### src/rtl/mem_arb_pkg.sv
// Shared definitions for the two-port memory arbiter: FSM states, port IDs,
// grant encodings and the default access timeout.
package mem_arb_pkg;

    typedef enum logic [1:0] {
        ST_IDLE    = 2'd0,
        ST_ACCESS  = 2'd1,
        ST_RESP    = 2'd2,
        ST_RELEASE = 2'd3
    } arb_state_t;

    typedef enum logic {
        PORT_A = 1'b0,
        PORT_B = 1'b1
    } port_id_t;

    localparam logic [1:0] GRANT_NONE = 2'b00;
    localparam logic [1:0] GRANT_A    = 2'b01;
    localparam logic [1:0] GRANT_B    = 2'b10;

    localparam int DEFAULT_TIMEOUT_CYCLES = 255;

endpackage

### src/rtl/mem_arb_rr2.sv
// Combinational two-way round-robin pick. On a tie the port that did not win
// last time is chosen; a lone requester always wins.
module mem_arb_rr2
    import mem_arb_pkg::*;
(
    input  logic       req_a_i,
    input  logic       req_b_i,
    input  port_id_t   last_grant_i,
    output logic [1:0] grant_o
);

    // One-hot winner selection with the tie broken against last_grant.
    always_comb begin
        grant_o = GRANT_NONE;
        if (req_a_i && req_b_i) begin
            grant_o = (last_grant_i == PORT_B) ? GRANT_A : GRANT_B;
        end else if (req_a_i) begin
            grant_o = GRANT_A;
        end else if (req_b_i) begin
            grant_o = GRANT_B;
        end
    end

endmodule

### src/rtl/mem_arbiter.sv
// Two-requester arbiter in front of the single MemoryInterface. Accesses are
// serialised IDLE -> ACCESS -> RESP -> RELEASE with round-robin fairness, a
// one-cycle MFC pulse to the owner and a timeout for hung memory accesses.
module mem_arbiter
    import mem_arb_pkg::*;
#(
    parameter int ADDR_W         = 32,
    parameter int DATA_W         = 32,
    parameter int TIMEOUT_CYCLES = DEFAULT_TIMEOUT_CYCLES
) (
    input  logic              Clock,
    input  logic              Reset,
    input  logic [ADDR_W-1:0] A_Address,
    input  logic [DATA_W-1:0] A_Data_In,
    input  logic              A_Read,
    input  logic              A_Write,
    output logic [DATA_W-1:0] A_Data_Out,
    output logic              A_MFC,
    output logic              A_ANA_FLAG,
    input  logic [ADDR_W-1:0] B_Address,
    input  logic [DATA_W-1:0] B_Data_In,
    input  logic              B_Read,
    input  logic              B_Write,
    output logic [DATA_W-1:0] B_Data_Out,
    output logic              B_MFC,
    output logic              B_ANA_FLAG,
    output logic [ADDR_W-1:0] MEM_Address,
    output logic [DATA_W-1:0] MEM_Data_In,
    output logic              MEM_Read,
    output logic              MEM_Write,
    input  logic [DATA_W-1:0] MEM_Data_Out,
    input  logic              MEM_MFC,
    input  logic              MEM_ANA_FLAG,
    output logic [1:0]        Grant,
    output logic              Timeout_Flag
);

    // Counter only needs to reach TIMEOUT_CYCLES-1 before the forced exit.
    localparam int CNT_W = (TIMEOUT_CYCLES < 2) ? 1 : $clog2(TIMEOUT_CYCLES + 1);
    localparam logic [CNT_W-1:0] CNT_LAST = CNT_W'(TIMEOUT_CYCLES - 1);
    localparam logic [CNT_W-1:0] CNT_ONE  = CNT_W'(1);

    arb_state_t        state_q, state_d;
    port_id_t          last_grant_q, last_grant_d;
    logic [CNT_W-1:0]  cnt_q, cnt_d;
    logic [1:0]        grant_q, grant_d;
    logic [ADDR_W-1:0] mem_addr_q, mem_addr_d;
    logic [DATA_W-1:0] mem_wdata_q, mem_wdata_d;
    logic              mem_rd_q, mem_rd_d;
    logic              mem_wr_q, mem_wr_d;
    logic [DATA_W-1:0] a_dout_q, a_dout_d;
    logic              a_ana_q, a_ana_d;
    logic              a_mfc_q, a_mfc_d;
    logic [DATA_W-1:0] b_dout_q, b_dout_d;
    logic              b_ana_q, b_ana_d;
    logic              b_mfc_q, b_mfc_d;
    logic              tmo_q, tmo_d;

    logic              req_a, req_b;
    logic [1:0]        pick;
    logic              owner_b;

    assign req_a   = A_Read | A_Write;
    assign req_b   = B_Read | B_Write;
    assign owner_b = (grant_q == GRANT_B);

    mem_arb_rr2 u_rr2 (
        .req_a_i      (req_a),
        .req_b_i      (req_b),
        .last_grant_i (last_grant_q),
        .grant_o      (pick)
    );

    // Next-state, grant, strobe and response-register logic.
    always_comb begin
        state_d      = state_q;
        last_grant_d = last_grant_q;
        cnt_d        = cnt_q;
        grant_d      = grant_q;
        mem_addr_d   = mem_addr_q;
        mem_wdata_d  = mem_wdata_q;
        mem_rd_d     = mem_rd_q;
        mem_wr_d     = mem_wr_q;
        a_dout_d     = a_dout_q;
        a_ana_d      = a_ana_q;
        a_mfc_d      = 1'b0;
        b_dout_d     = b_dout_q;
        b_ana_d      = b_ana_q;
        b_mfc_d      = 1'b0;
        tmo_d        = tmo_q;

        unique case (state_q)
            ST_IDLE: begin
                cnt_d = '0;
                if (pick == GRANT_A) begin
                    grant_d      = GRANT_A;
                    last_grant_d = PORT_A;
                    mem_addr_d   = A_Address;
                    mem_wdata_d  = A_Data_In;
                    // Write wins when a requester raises both strobes.
                    mem_wr_d     = A_Write;
                    mem_rd_d     = ~A_Write;
                    state_d      = ST_ACCESS;
                end else if (pick == GRANT_B) begin
                    grant_d      = GRANT_B;
                    last_grant_d = PORT_B;
                    mem_addr_d   = B_Address;
                    mem_wdata_d  = B_Data_In;
                    mem_wr_d     = B_Write;
                    mem_rd_d     = ~B_Write;
                    state_d      = ST_ACCESS;
                end
            end

            ST_ACCESS: begin
                cnt_d = cnt_q + CNT_ONE;
                if (MEM_MFC) begin
                    mem_rd_d = 1'b0;
                    mem_wr_d = 1'b0;
                    state_d  = ST_RESP;
                    if (owner_b) begin
                        if (!mem_wr_q) b_dout_d = MEM_Data_Out;
                        b_ana_d = MEM_ANA_FLAG;
                        b_mfc_d = 1'b1;
                    end else begin
                        if (!mem_wr_q) a_dout_d = MEM_Data_Out;
                        a_ana_d = MEM_ANA_FLAG;
                        a_mfc_d = 1'b1;
                    end
                end else if (cnt_q == CNT_LAST) begin
                    // Memory never answered: complete with an error response.
                    mem_rd_d = 1'b0;
                    mem_wr_d = 1'b0;
                    tmo_d    = 1'b1;
                    state_d  = ST_RESP;
                    if (owner_b) begin
                        b_dout_d = '0;
                        b_ana_d  = 1'b1;
                        b_mfc_d  = 1'b1;
                    end else begin
                        a_dout_d = '0;
                        a_ana_d  = 1'b1;
                        a_mfc_d  = 1'b1;
                    end
                end
            end

            ST_RESP: begin
                grant_d = GRANT_NONE;
                cnt_d   = '0;
                state_d = ST_RELEASE;
            end

            ST_RELEASE: begin
                cnt_d = '0;
                // Wait for memory to drop MFC so it cannot complete the next access early.
                if (!MEM_MFC) state_d = ST_IDLE;
            end

            default: state_d = ST_IDLE;
        endcase
    end

    // State and datapath registers with synchronous reset.
    always_ff @(posedge Clock) begin
        if (Reset) begin
            state_q      <= ST_IDLE;
            last_grant_q <= PORT_B;
            cnt_q        <= '0;
            grant_q      <= GRANT_NONE;
            mem_addr_q   <= '0;
            mem_wdata_q  <= '0;
            mem_rd_q     <= 1'b0;
            mem_wr_q     <= 1'b0;
            a_dout_q     <= '0;
            a_ana_q      <= 1'b0;
            a_mfc_q      <= 1'b0;
            b_dout_q     <= '0;
            b_ana_q      <= 1'b0;
            b_mfc_q      <= 1'b0;
            tmo_q        <= 1'b0;
        end else begin
            state_q      <= state_d;
            last_grant_q <= last_grant_d;
            cnt_q        <= cnt_d;
            grant_q      <= grant_d;
            mem_addr_q   <= mem_addr_d;
            mem_wdata_q  <= mem_wdata_d;
            mem_rd_q     <= mem_rd_d;
            mem_wr_q     <= mem_wr_d;
            a_dout_q     <= a_dout_d;
            a_ana_q      <= a_ana_d;
            a_mfc_q      <= a_mfc_d;
            b_dout_q     <= b_dout_d;
            b_ana_q      <= b_ana_d;
            b_mfc_q      <= b_mfc_d;
            tmo_q        <= tmo_d;
        end
    end

    assign A_Data_Out   = a_dout_q;
    assign A_MFC        = a_mfc_q;
    assign A_ANA_FLAG   = a_ana_q;
    assign B_Data_Out   = b_dout_q;
    assign B_MFC        = b_mfc_q;
    assign B_ANA_FLAG   = b_ana_q;
    assign MEM_Address  = mem_addr_q;
    assign MEM_Data_In  = mem_wdata_q;
    assign MEM_Read     = mem_rd_q;
    assign MEM_Write    = mem_wr_q;
    assign Grant        = grant_q;
    assign Timeout_Flag = tmo_q;

endmodule

### config.mk
export PLATFORM = sky130hd
export DESIGN_NAME = mem_arbiter
export DESIGN_NICKNAME = d
export VERILOG_FILES = /design/src/rtl/mem_arb_pkg.sv /design/src/rtl/mem_arb_rr2.sv /design/src/rtl/mem_arbiter.sv
export SDC_FILE = /design/constraint.sdc
export NUM_CORES = 1
export LEC_CHECK = 0
export CAP_MARGIN = 0
export CORE_MARGIN = 8
export CORE_UTILIZATION = 44
export CTS_CLUSTER_DIAMETER = 30
export DETAILED_ROUTE_END_ITERATION = 8
export PLACE_DENSITY = 0.86
export SLEW_MARGIN = 10
export SYNTH_ARGS = -nofsm -noshare
export SYNTH_HDL_FRONTEND = slang
export SYNTH_SLANG_ARGS = --single-unit
### constraint.sdc
create_clock -name Clock -period 4.2 [get_ports Clock]
set_input_delay 1.05 -clock Clock [delete_from_list [all_inputs] [get_ports Clock]]
set_output_delay 1.05 -clock Clock [all_outputs]
set_load 0.03 [all_outputs]
# [After elaboration in Yosys (flattened, before gate mapping)]
# Cells that the tools add are included.
[word_totals] reg_bits=148 input_bits=168 out_inout_bits=137 elab_cells=102
[classes] addsub=1 n_eq_ne=11 mux=51 n_bitwise=7 n_reduce_logical=17
[ops] operator="$mux 32" count=13
[ops] operator="$mux 1" count=22
[ops] operator="$mux 2" count=11
[ops] operator="$pmux 8 s2" count=1
[ops] operator="$reduce_and 3->1" count=5
[ops] operator="$add 8x1->8 const B" count=1
[ops] operator="$eq 2x2->1 const B" count=4
[ops] operator="$eq 8x8->1 const B" count=1
[ops] operator="$pmux 2 s4" count=1
[ops] operator="$reduce_and 4->1" count=2
[ops] operator="$reduce_bool 2->1" count=4
[ops] operator="$ne 3x3->1 const B" count=2
[ops] operator="$not 1->1" count=5
[ops] operator="$eq 2x1->1 const B" count=2
[ops] operator="$ne 2x2->1 const B" count=2
[ops] operator="$pmux 1 s2" count=2
[ops] operator="$pmux 2 s2" count=1
[ops] operator="$reduce_and 2->1" count=2
[ops] operator="$reduce_or 3->1" count=1
[ops] operator="$logic_not 2->1" count=1
[ops] operator="$or 1x1->1" count=2
[ops] operator="$reduce_or 2->1" count=1
[ops] operator="$logic_and 1x1->1" count=1

# [Depth between registers and ports, before layout]
# Gate-level depths: netlist of run 1.
[logic_depth] ltp_word=8 depth_mapped=9 ltp_nobuf=7

# [Cells and area by module]
# A second synthesis of run 1 with hierarchy kept.
[hier_totals] cells_unflattened=689 hier_area_um2=6378.6
[modules_own_cells] mod="mem_arbiter" n_inst=1 cells_per_inst=686 area_per_inst_um2=6359.8 seq_area_each_um2=2962.8
[modules_own_cells] mod="mem_arb_rr2" n_inst=1 cells_per_inst=3 area_per_inst_um2=18.8 seq_area_each_um2=0.0

# [Worst setup path before layout of run 1]
# Ideal clock, no wire load.
[synth_timing] path_type="input -> register" from="input A_Write" to="register mem_addr_q[0] (netlist: MEM_Address[0])" setup_ps=86 arrival_time_ps=2465 required_time_ps=4114 setup_slack_ps=1649 stages=8 path_buffers=2 cell_sequence="o21ai_0 > o21ai_0 > ha_1 > nor2b_1 > clkbuf_1 > clkbuf_1 > nor2_1 > a211oi_1"
[synth_between] elab_chain_cells=6 elab_cells_between_ends=9 cone_classes="2 x eq/ne; 3 x mux; 1 x bitwise; 3 x reduce/logical"
[synth_lines] element="start, declared" line_no="mem_arbiter.sv:16" text="input logic A_Write,"
[synth_lines] element="$or 1x1->1 (*)" line_no="mem_arbiter.sv:63" text="assign req_a = A_Read | A_Write;"
[synth_lines] element="$mux 2 or $logic_and 1x1->1 (tied branches)" line_no="mem_arb_rr2.sv:17, mem_arb_rr2.sv:15"
[synth_lines] element="$mux 2 (*)" line_no="mem_arb_rr2.sv:15" text="if (req_a_i && req_b_i) begin"
[synth_lines] element="$eq 2x1->1 or $eq 2x2->1 (tied branches)" line_no="mem_arbiter.sv:95, mem_arbiter.sv:104"
[synth_lines] element="$reduce_bool 2->1 (no line)"
[synth_lines] element="$reduce_and 2->1 (no line)"
[synth_lines] element="end signal, assigned" line_no="mem_arbiter.sv:187" text="mem_addr_q <= mem_addr_d;"
[synth_lines] element="end, declared" line_no="mem_arbiter.sv:47" text="logic [ADDR_W-1:0] mem_addr_q, mem_addr_d;"
# Mark *: on every way between the ends. The rest lies on a longest branch, timed or not.
# A chain may end at the register's enable or synchronous reset.

# [Final worst setup path of run 1]
[layout_timing] from="input A_Write" to="register mem_addr_q[16] (netlist: MEM_Address[16])"
# Same word-level chain as after synthesis.

==> impl_summary.txt, run 1 <==
----------------------------------------------------
[Pwr]
  Maximum vdd ir drop ... between 0.4 and 0.5 mV
  Net switching component of the power ... around 2.8 mW
  Clock network fraction of design power ... about 22%
  PnR Total Power ... just under 7 mW
  Proportion of power drawn by combinational gates ... 48.3%
  Proportion of power drawn by flip-flops and latches ... between 20% and 30%
  Leak Pwr ... 3.60 nW
  Int Power ... around 4.1 mW
  Power per cell area ... a little under 700 nW/um^2
  Switching share of total power ... slightly above 40%

[Yosys]
  Area share of the largest cell type after synthesis ... a little under half
  Cells taking the most area after synthesis ... sky130_fd_sc_hd__dfxtp_1, sky130_fd_sc_hd__mux2i_1, sky130_fd_sc_hd__a211oi_1, sky130_fd_sc_hd__nor2_1, sky130_fd_sc_hd__nand3_2
  Dominant register cell in the synthesized netlist ... sky130_fd_sc_hd__dfxtp_1
  Commonest cells in the netlist ... sky130_fd_sc_hd__dfxtp_1, sky130_fd_sc_hd__nor2_1, sky130_fd_sc_hd__nand2_1
  Number of unique standard cell types used by synthesis ... 42
  Area of the mapped netlist ... about 6400 sq um
  Average cell area after synthesis ... approximately 9 sq um
  Cell taking the most area after synthesis ... sky130_fd_sc_hd__dfxtp_1
  Number of instances in the synthesized netlist ... ~690
  Post-synthesis sequential area ratio ... between 40% and 50%
  Top-count cell post-synth ... sky130_fd_sc_hd__dfxtp_1
  Synthesized netlist net count ... 863
  Number of flip-flops and latches in the synthesized netlist ... ~150
  EDFF count, synth ... 0
  Total number of yosys warnings ... 0
  Share of async-settable or async-resettable flops after synthesis ... 0%

[Clock network]
  Clock sink count ... around 150
  Clk Latency, worst-skew pair ... 0.42 ns
  Htree depth ... 4
  Buffer depth of the longest clock path ... 2
  Reg clk slew, reported paths ... 0.06 ns
  Buffer cell driving the clock tree root ... sky130_fd_sc_hd__clkbuf_16
  CTS Buf Count ... 17
  Clock tree from TritonCTS ... yes
  Post-CTS Repair Setup Buffers ... 0
  Post-cts repair resize count ... 0
  Post-cts hold buffer count ... 0

[Global routing]
  Total global routing overflow ... 0
  Met1 usage in global routing ... between 20% and 30%
  Top Usage Layer GRT ... met2
  Met2 usage in global routing ... between 30% and 40%
  GR met3 Demand/Resource ... 8.76%
  Maximum number of pins on one net before global-route repair ... 95
  First-pass GRT wire length ... ~32000 microns
  Overall routing resource usage ... about 22%
  Number of antenna violations at the first check in global routing ... 0
  Via count of the first global-routing pass ... between 5k and 6k

[Flow run]
  Max_cap viols ... 0

[Setup path]
  CP max stage cell ... sky130_fd_sc_hd__clkdlybuf4s50_1
  Critical Path, Cell by Cell ... clkdlybuf4s50_1 -> o21ai_0 -> o21ai_0 -> ha_4 -> buf_4 -> mux2i_1 -> a211oi_1
  Critical Path Start ... A_Write
  WP depth ... 7
  Beginning of the worst register-to-register path ... state_q[1]$_SDFFE_PP0P_
  Top fanout value on the critical path ... 26
  Sort of element at the start of the critical path ... primary input
  Cell mode on critical path ... sky130_fd_sc_hd__o21ai_0
  Combined buffer and inverter count along the critical path ... 2
  Worst setup path endpoint ... MEM_Address[16]$_SDFFE_PP0P_
  Family with the most delay on the worst path ... buffers and inverters
  Worst Setup Path Type ... primary input to register
  Maximum single-stage delay on the critical path ... 0.51 ns
  Register-to-Register Path Depth ... 5
  Minimum setup slack among reg-to-reg paths ... 1.82 ns
  End of the worst register-to-register path ... A_Data_Out[12]$_SDFFE_PP0P_
  CP Data Arrival Time ... 3.00 ns
  Nature of the critical path endpoint ... register
  Required arrival time at the worst endpoint ... 4.48 ns

[Timing]
  Shortest period the worst path allows ... approximately 2.7 ns
  Hold Fails Final Rpt ... 0
  Setup repair after global routing missed its margin ... no
  Final worst-path cycle share ... approximately two thirds
  Aggregate negative setup slack ... 0 ns
  Maximum clock frequency ... about 370 MHz
  Max-slew violation total from the final report ... 0
  Max_slew headroom ... between 10% and 20%
  Measured slew at the worst slew-check pin ... roughly 1.2 ns
  Final setup violating endpoints ... 0
  Final worst clock skew ... 0.00572 ns
  Smallest hold slack ... roughly 0.46 ns

[Placed design]
  Number of I/O port buffers ... roughly 300
  Dpl hpwl ... ~16000 microns
  Weighted congestion reported at the end of routability-driven placement ... 0.802
  Placement Cell Area ... about 9500 sq um

[Route]
  Vias/cell ... slightly above 5
  Number of violations reported at the end of detailed-routing iteration 0 ... around 230
  1st-pass router iterations ... 4
  Wire length per cell after detailed routing ... roughly 18 microns
  Detailed Route WL ... ~21000 microns
  Routed Antenna Nets ... 0
  Count of unresolved DRC violations after routing ... 0
  Routed vias ... between 6k and 7k

[Floorplan]
  # IOs ... 305
  Horiz. Die Dim ... approximately 140 microns
  Area inside the core boundary ... around 14000 sq um
  Die height ... approximately 140 microns
  Area of the die ... between 15000 and 20000 sq um
  Effective utilization at floorplan ... between 40% and 50%
  Number of placement rows ... between 40 and 50

[Cells and area]
  Layout-stage area growth over the synthesis result ... 57.8%
  Filler Cell Count ... approximately 1.1k
  Finished Cell Area ... 10000 sq um
  Proportion of layout cells with a drive suffix above 1 ... roughly 11%
  N_diodes ... 0
  Nets@finish ... roughly 1.1k

[Status]
  Result of the run ... completed

[Min path]
  Kind of path behind the tightest hold check ... register to register

----------------------------------------------------
[worst reg2reg max path: stages (launching register included)]
cell	delay [ns]
sky130_fd_sc_hd__dfxtp_1	0.33
sky130_fd_sc_hd__inv_1	0.13
sky130_fd_sc_hd__ha_1	0.36
sky130_fd_sc_hd__nand2_1	0.75
sky130_fd_sc_hd__o21ai_0	0.55
sky130_fd_sc_hd__a21oi_1	0.13
[power groups by stage]
| stage | logic (mW) | clock network [mW] | registers (mW) |
|---|---|---|---|
| floorplan | 1.29 | 0 | 2.79 |
| global placement | 3.29 | 0 | 2.04 |
| detailed placement | 3.34 | 0 | 2.06 |
| CTS | 3.36 | 1.56 | 2.04 |
| global route | 3.54 | 1.62 | 2.08 |
| finish | 3.33 | 1.54 | 2.04 |
[stage by stage]
step | cells | setup slack [ns] | util (%)
3_5_place_dp | 1125 | 1.01 | 66.1
6_report | 1156 | 1.47 | 70.2
3_3_place_gp | 1125 | 1.11 | 66.1
4_1_cts | 1156 | 1.48 | 70.2
5_1_grt | 1156 | 1.36 | 70.2
2_1_floorplan | 687 | 1.65 | -
[how the worst min path moves through the flow]
stage | slack (ns) | cells past startpoint | endpoint | from
6_report | 0.46 | 1 | cnt_q[0]$_SDFF_PP0_ | cnt_q[0]$_SDFF_PP0_
5_1_grt | 0.48 | 1 | cnt_q[0]$_SDFF_PP0_ | cnt_q[0]$_SDFF_PP0_
4_1_cts | 0.46 | 2 | B_Data_Out[24]$_SDFFE_PP0P_ | B_Data_Out[24]$_SDFFE_PP0P_
3_5_place_dp | 0.45 | 1 | cnt_q[0]$_SDFF_PP0_ | cnt_q[0]$_SDFF_PP0_
3_3_place_gp | 0.44 | 1 | cnt_q[0]$_SDFF_PP0_ | cnt_q[0]$_SDFF_PP0_
2_1_floorplan | 0.43 | 1 | cnt_q[0]$_SDFF_PP0_ | cnt_q[0]$_SDFF_PP0_
[state kept, by name, indices dropped and copies added, names as in the netlist]
| register | cells |
|---|---|
| Timeout_Flag | 1 |
| B_Data_Out | 32 |
| MEM_Read | 1 |
| MEM_Address | 32 |
| MEM_Write | 1 |
| state_q | 2 |
| B_MFC | 1 |
| A_Data_Out | 32 |
| cnt_q | 8 |
| Grant | 2 |
| last_grant_q | 1 |
| MEM_Data_In | 32 |
| A_ANA_FLAG | 1 |
| A_MFC | 1 |
| B_ANA_FLAG | 1 |
[cell type report]
cell class              count  area, sq um  share of cell area [%]
inverters                   3         11.3                   0.112
multi-input cells         476         3110                    31.0
well taps                 184          230                    2.29
clock buffers              22          464                    4.62
clock inverters             9          129                    1.28
repair buffers            314         3140                    31.3
flip-flops and latches    148         2960                    29.5
[layout by cell type, fill, tap and decap left out, types with 5 or more instances in the layout]
master	count
sky130_fd_sc_hd__clkdlybuf4s50_1	303
sky130_fd_sc_hd__dfxtp_1	148
sky130_fd_sc_hd__nor2_1	83
sky130_fd_sc_hd__nand2_1	73
sky130_fd_sc_hd__mux2i_1	65
sky130_fd_sc_hd__a211oi_1	65
sky130_fd_sc_hd__a21oi_1	38
sky130_fd_sc_hd__nand3_2	30
sky130_fd_sc_hd__a21oi_2	30
sky130_fd_sc_hd__o21ai_1	23
sky130_fd_sc_hd__clkbuf_16	17
sky130_fd_sc_hd__o21ai_0	16
sky130_fd_sc_hd__buf_4	9
sky130_fd_sc_hd__nor3_1	7
sky130_fd_sc_hd__ha_1	7
sky130_fd_sc_hd__nand3_1	5
[routing by layer]
layer / vias to the layer above / routed length (microns)
met4: 0 / 742
li1: 2971 / -
met3: 39 / 2230
met1: 2733 / 8190
met5: - / 0
met2: 265 / 10100
[cell families after synthesis]
group                      Yosys count  share of synthesized area (%)
and+or+nand+nor                    216                           16.9
AOI/OAI and AO/OA                  182                           19.1
DFF                                148                           46.5
muxes                               65                           10.2
buffers and inverters               63                           4.99
adders and majority gates            8                           1.57
xor gates and xnor gates             5                          0.688
Note: power is estimated with default switching activity, not from simulation.
==> run 2: changes to the inputs <==
--- a/config.mk
+++ b/config.mk
@@ -7,10 +7,10 @@
 export LEC_CHECK = 0
 export CAP_MARGIN = 0
 export CORE_MARGIN = 8
-export CORE_UTILIZATION = 44
+export CORE_UTILIZATION = 37
 export CTS_CLUSTER_DIAMETER = 30
 export DETAILED_ROUTE_END_ITERATION = 8
-export PLACE_DENSITY = 0.86
+export PLACE_DENSITY = 0.77
 export SLEW_MARGIN = 10
 export SYNTH_ARGS = -nofsm -noshare
 export SYNTH_HDL_FRONTEND = slang
==> constraint.sdc (replaced) <==
create_clock -name Clock -period 2.4 [get_ports Clock]
set_input_delay 0.6 -clock Clock [delete_from_list [all_inputs] [get_ports Clock]]
set_output_delay 0.6 -clock Clock [all_outputs]
set_load 0.03 [all_outputs]
==> impl_summary.txt, run 2 (synthesis results as in run 1) <==
----------------------------------------------------
[Min path]
  Hold wc startpoint ... B_Data_Out[30]$_SDFFE_PP0P_
  Kind of path behind the tightest hold check ... register to register
  Min-Delay Path Depth ... 2 (+1)
  Hold endpoint ... B_Data_Out[30]$_SDFFE_PP0P_

[Floorplan]
  Die height ... 147 microns (+8.0%)
  # IOs ... 305 (unchanged)
  Area of the die ... 21700 sq um (+17%)
  Area inside the core boundary ... 17100 sq um (+19%)
  Horiz. Die Dim ... 147 microns (+8.0%)
  Number of placement rows ... 48 (+9.1%)
  Effective utilization at floorplan ... 37.3% (-7.2 points)

[Timing]
  Aggregate negative setup slack ... 0 ns (unchanged)
  Final worst-path cycle share ... between 80% and 90%
  Maximum clock frequency ... 467 MHz
  Setup repair after global routing missed its margin ... no
  Max-slew violation total from the final report ... 0 (unchanged)
  Measured slew at the worst slew-check pin ... 0.438 ns (-0.764 ns)
  Hold Fails Final Rpt ... 0 (unchanged)
  Final worst clock skew ... 0.00833 ns (+0.00261 ns)
  Smallest hold slack ... 0.463 ns (+0.00290 ns)
  Shortest period the worst path allows ... 2.14 ns
  Max_slew headroom ... 70.4% (+51 points)
  Final setup violating endpoints ... 0 (unchanged)

[Setup path]
  CP Data Arrival Time ... 2.44 ns (-0.56 ns)
  Register-to-Register Path Depth ... 7 (+2)
  Maximum single-stage delay on the critical path ... 0.51 ns (about the same)
  Required arrival time at the worst endpoint ... 2.70 ns (-1.78 ns)
  CP max stage cell ... sky130_fd_sc_hd__clkdlybuf4s50_1
  Worst Setup Path Type ... primary input to register
  Nature of the critical path endpoint ... register
  End of the worst register-to-register path ... B_Data_Out[31]$_SDFFE_PP0P_
  Family with the most delay on the worst path ... buffers and inverters
  Combined buffer and inverter count along the critical path ... 3 (+1)
  Top fanout value on the critical path ... 23 (-12%)
  Critical Path, Cell by Cell ... clkdlybuf4s50_1 -> nor2_1 -> o22a_1 -> ha_4 -> nor2b_4 -> buf_12 -> buf_12 -> nor2_1 -> a211oi_1
  Beginning of the worst register-to-register path ... state_q[1]$_SDFFE_PP0P_
  Critical Path Start ... B_Write
  Minimum setup slack among reg-to-reg paths ... 0.46 ns (-1.36 ns)
  Sort of element at the start of the critical path ... primary input

[Cells and area]
  Proportion of layout cells with a drive suffix above 1 ... 12.9% (+1.9 points)
  Layout-stage area growth over the synthesis result ... 62.4%
  Nets@finish ... 1154 (+1.6%)
  Most common library cell in the layout ignoring fill and taps ... sky130_fd_sc_hd__clkdlybuf4s50_1
  N_diodes ... 0 (unchanged)
  Most frequent cells in the layout ... sky130_fd_sc_hd__clkdlybuf4s50_1, sky130_fd_sc_hd__dfxtp_1, sky130_fd_sc_hd__nor2_1

[Route]
  Number of violations reported at the end of detailed-routing iteration 0 ... 192 (-18%)
  Detailed-routing wirelength on met1 ... 8760 microns (+7.0%)
  Routed Antenna Nets ... 0 (unchanged)
  Wire length per cell after detailed routing ... 17.5 microns (-4.7%)
  Met2 Wirelength ... 10300 microns (+1.8%)
  1st-pass router iterations ... 5 (+1)
  Vias/cell ... 4.95 (-4.8%)
  Detailed Route WL ... 21300 microns (+0.26%)
  Count of unresolved DRC violations after routing ... 0 (unchanged)
  Met3 Routed Length ... 1960 microns (-12%)
  Max layer used ... met5
  Routed vias ... 6019 (+0.18%)

[Clock network]
  Htree depth ... 4 (unchanged)
  Buffer cell driving the clock tree root ... sky130_fd_sc_hd__clkbuf_16
  Clock tree from TritonCTS ... yes
  Buffer depth of the longest clock path ... 2 (unchanged)
  Clk Latency, worst-skew pair ... 0.42 ns (about the same)
  Post-cts hold buffer count ... 0 (unchanged)
  Reg clk slew, reported paths ... 0.06 ns (about the same)
  Clock sink count ... 148 (unchanged)
  Post-cts repair resize count ... 0 (unchanged)
  CTS Buf Count ... 17 (unchanged)
  Post-CTS Repair Setup Buffers ... 0 (unchanged)

[Global routing]
  Total global routing overflow ... 0 (unchanged)
  First-pass GRT wire length ... 33600 microns (+5.0%)
  Maximum number of pins on one net before global-route repair ... 71 (-25%)
  Overall routing resource usage ... 19.4% (-2.6 points)
  Number of antenna violations at the first check in global routing ... 1 (+1)
  Via count of the first global-routing pass ... 6270 (+4.8%)

[Status]
  Result of the run ... completed

[Placed design]
  Dpl hpwl ... 16400 microns (+3.1%)
  Weighted congestion reported at the end of routability-driven placement ... 0.810 (+1.0%)
  Number of I/O port buffers ... 304 (unchanged)

[Flow run]
  Max_cap viols ... 0 (unchanged)

[Pwr]
  Maximum vdd ir drop ... 0.643 mV (+48%)
  Leak Pwr ... 3.71 nW (+3.2%)
  Power per cell area ... 1200 nW/um^2 (+75%)

----------------------------------------------------
run 2: changes by cell type in the layout (fill, tap and decap cells not counted), sizes merged:
cell	before	now
buf	11	29
clkinvlp	2	5
clkbuf	22	20
bufinv	3	2
inv	3	4
run 2: layout make-up:
class | count | area, sq um
tap | 225 | 282
inverter | 3 | 11.3
timing repair buffer | 332 | 3390
fill | 1494 | 6720
multi-input combinational | 476 | 3110
clock buffer | 20 | 457
sequential | 148 | 2960
clock inverter | 12 | 130
run 2: worst max path at each step:
stage                                   endpoint  cells after the start
finish              MEM_Address[28]$_SDFFE_PP0P_                      9
global route        MEM_Address[28]$_SDFFE_PP0P_                      9
CTS                              MEM_Address[30]                      1
detailed placement  MEM_Address[28]$_SDFFE_PP0P_                      9
global placement    MEM_Address[29]$_SDFFE_PP0P_                      6
floorplan            MEM_Address[0]$_SDFFE_PP0P_                      8
run 2: report_power, final:
| part | total, mW | switching, mW | internal, mW |
|---|---|---|---|
| combinational | 6.24 | 3.54 | 2.70 |
| clock | 2.61 | 1.03 | 1.58 |
| sequential | 3.56 | 0.390 | 3.17 |
run 2: stage by stage:
stage / util, % / power (mW) / instances / area (sq um) / setup slack (ns)
3_3_place_gp: 57.2 / 9.82 / 1184 / 9750 / -0.0697
4_1_cts: 60.6 / 12.6 / 1216 / 10300 / 0.248
5_1_grt: 60.6 / 13.1 / 1216 / 10300 / 0.170
2_1_floorplan: - / 7.13 / 687 / 6370 / 0.299
3_5_place_dp: 57.2 / 9.90 / 1184 / 9750 / -0.140
6_report: 60.6 / 12.4 / 1216 / 10300 / 0.257
run 2: worst register-to-register path: cells and delay by family, from the launching register on:
family / cells / cell delay [ns]
flops: 1 / 0.33
compound gates: 1 / 0.06
buf+inv: 2 / 0.33
fa+ha+maj: 1 / 0.36
simple gates: 3 / 0.73
run 2: routing by layer:
layer	vias to the layer above	global-route usage [%]
met4	2	6.07
met2	259	32.7
met1	2733	22.3
met5	-	0
li1	2999	-
met3	26	7.26
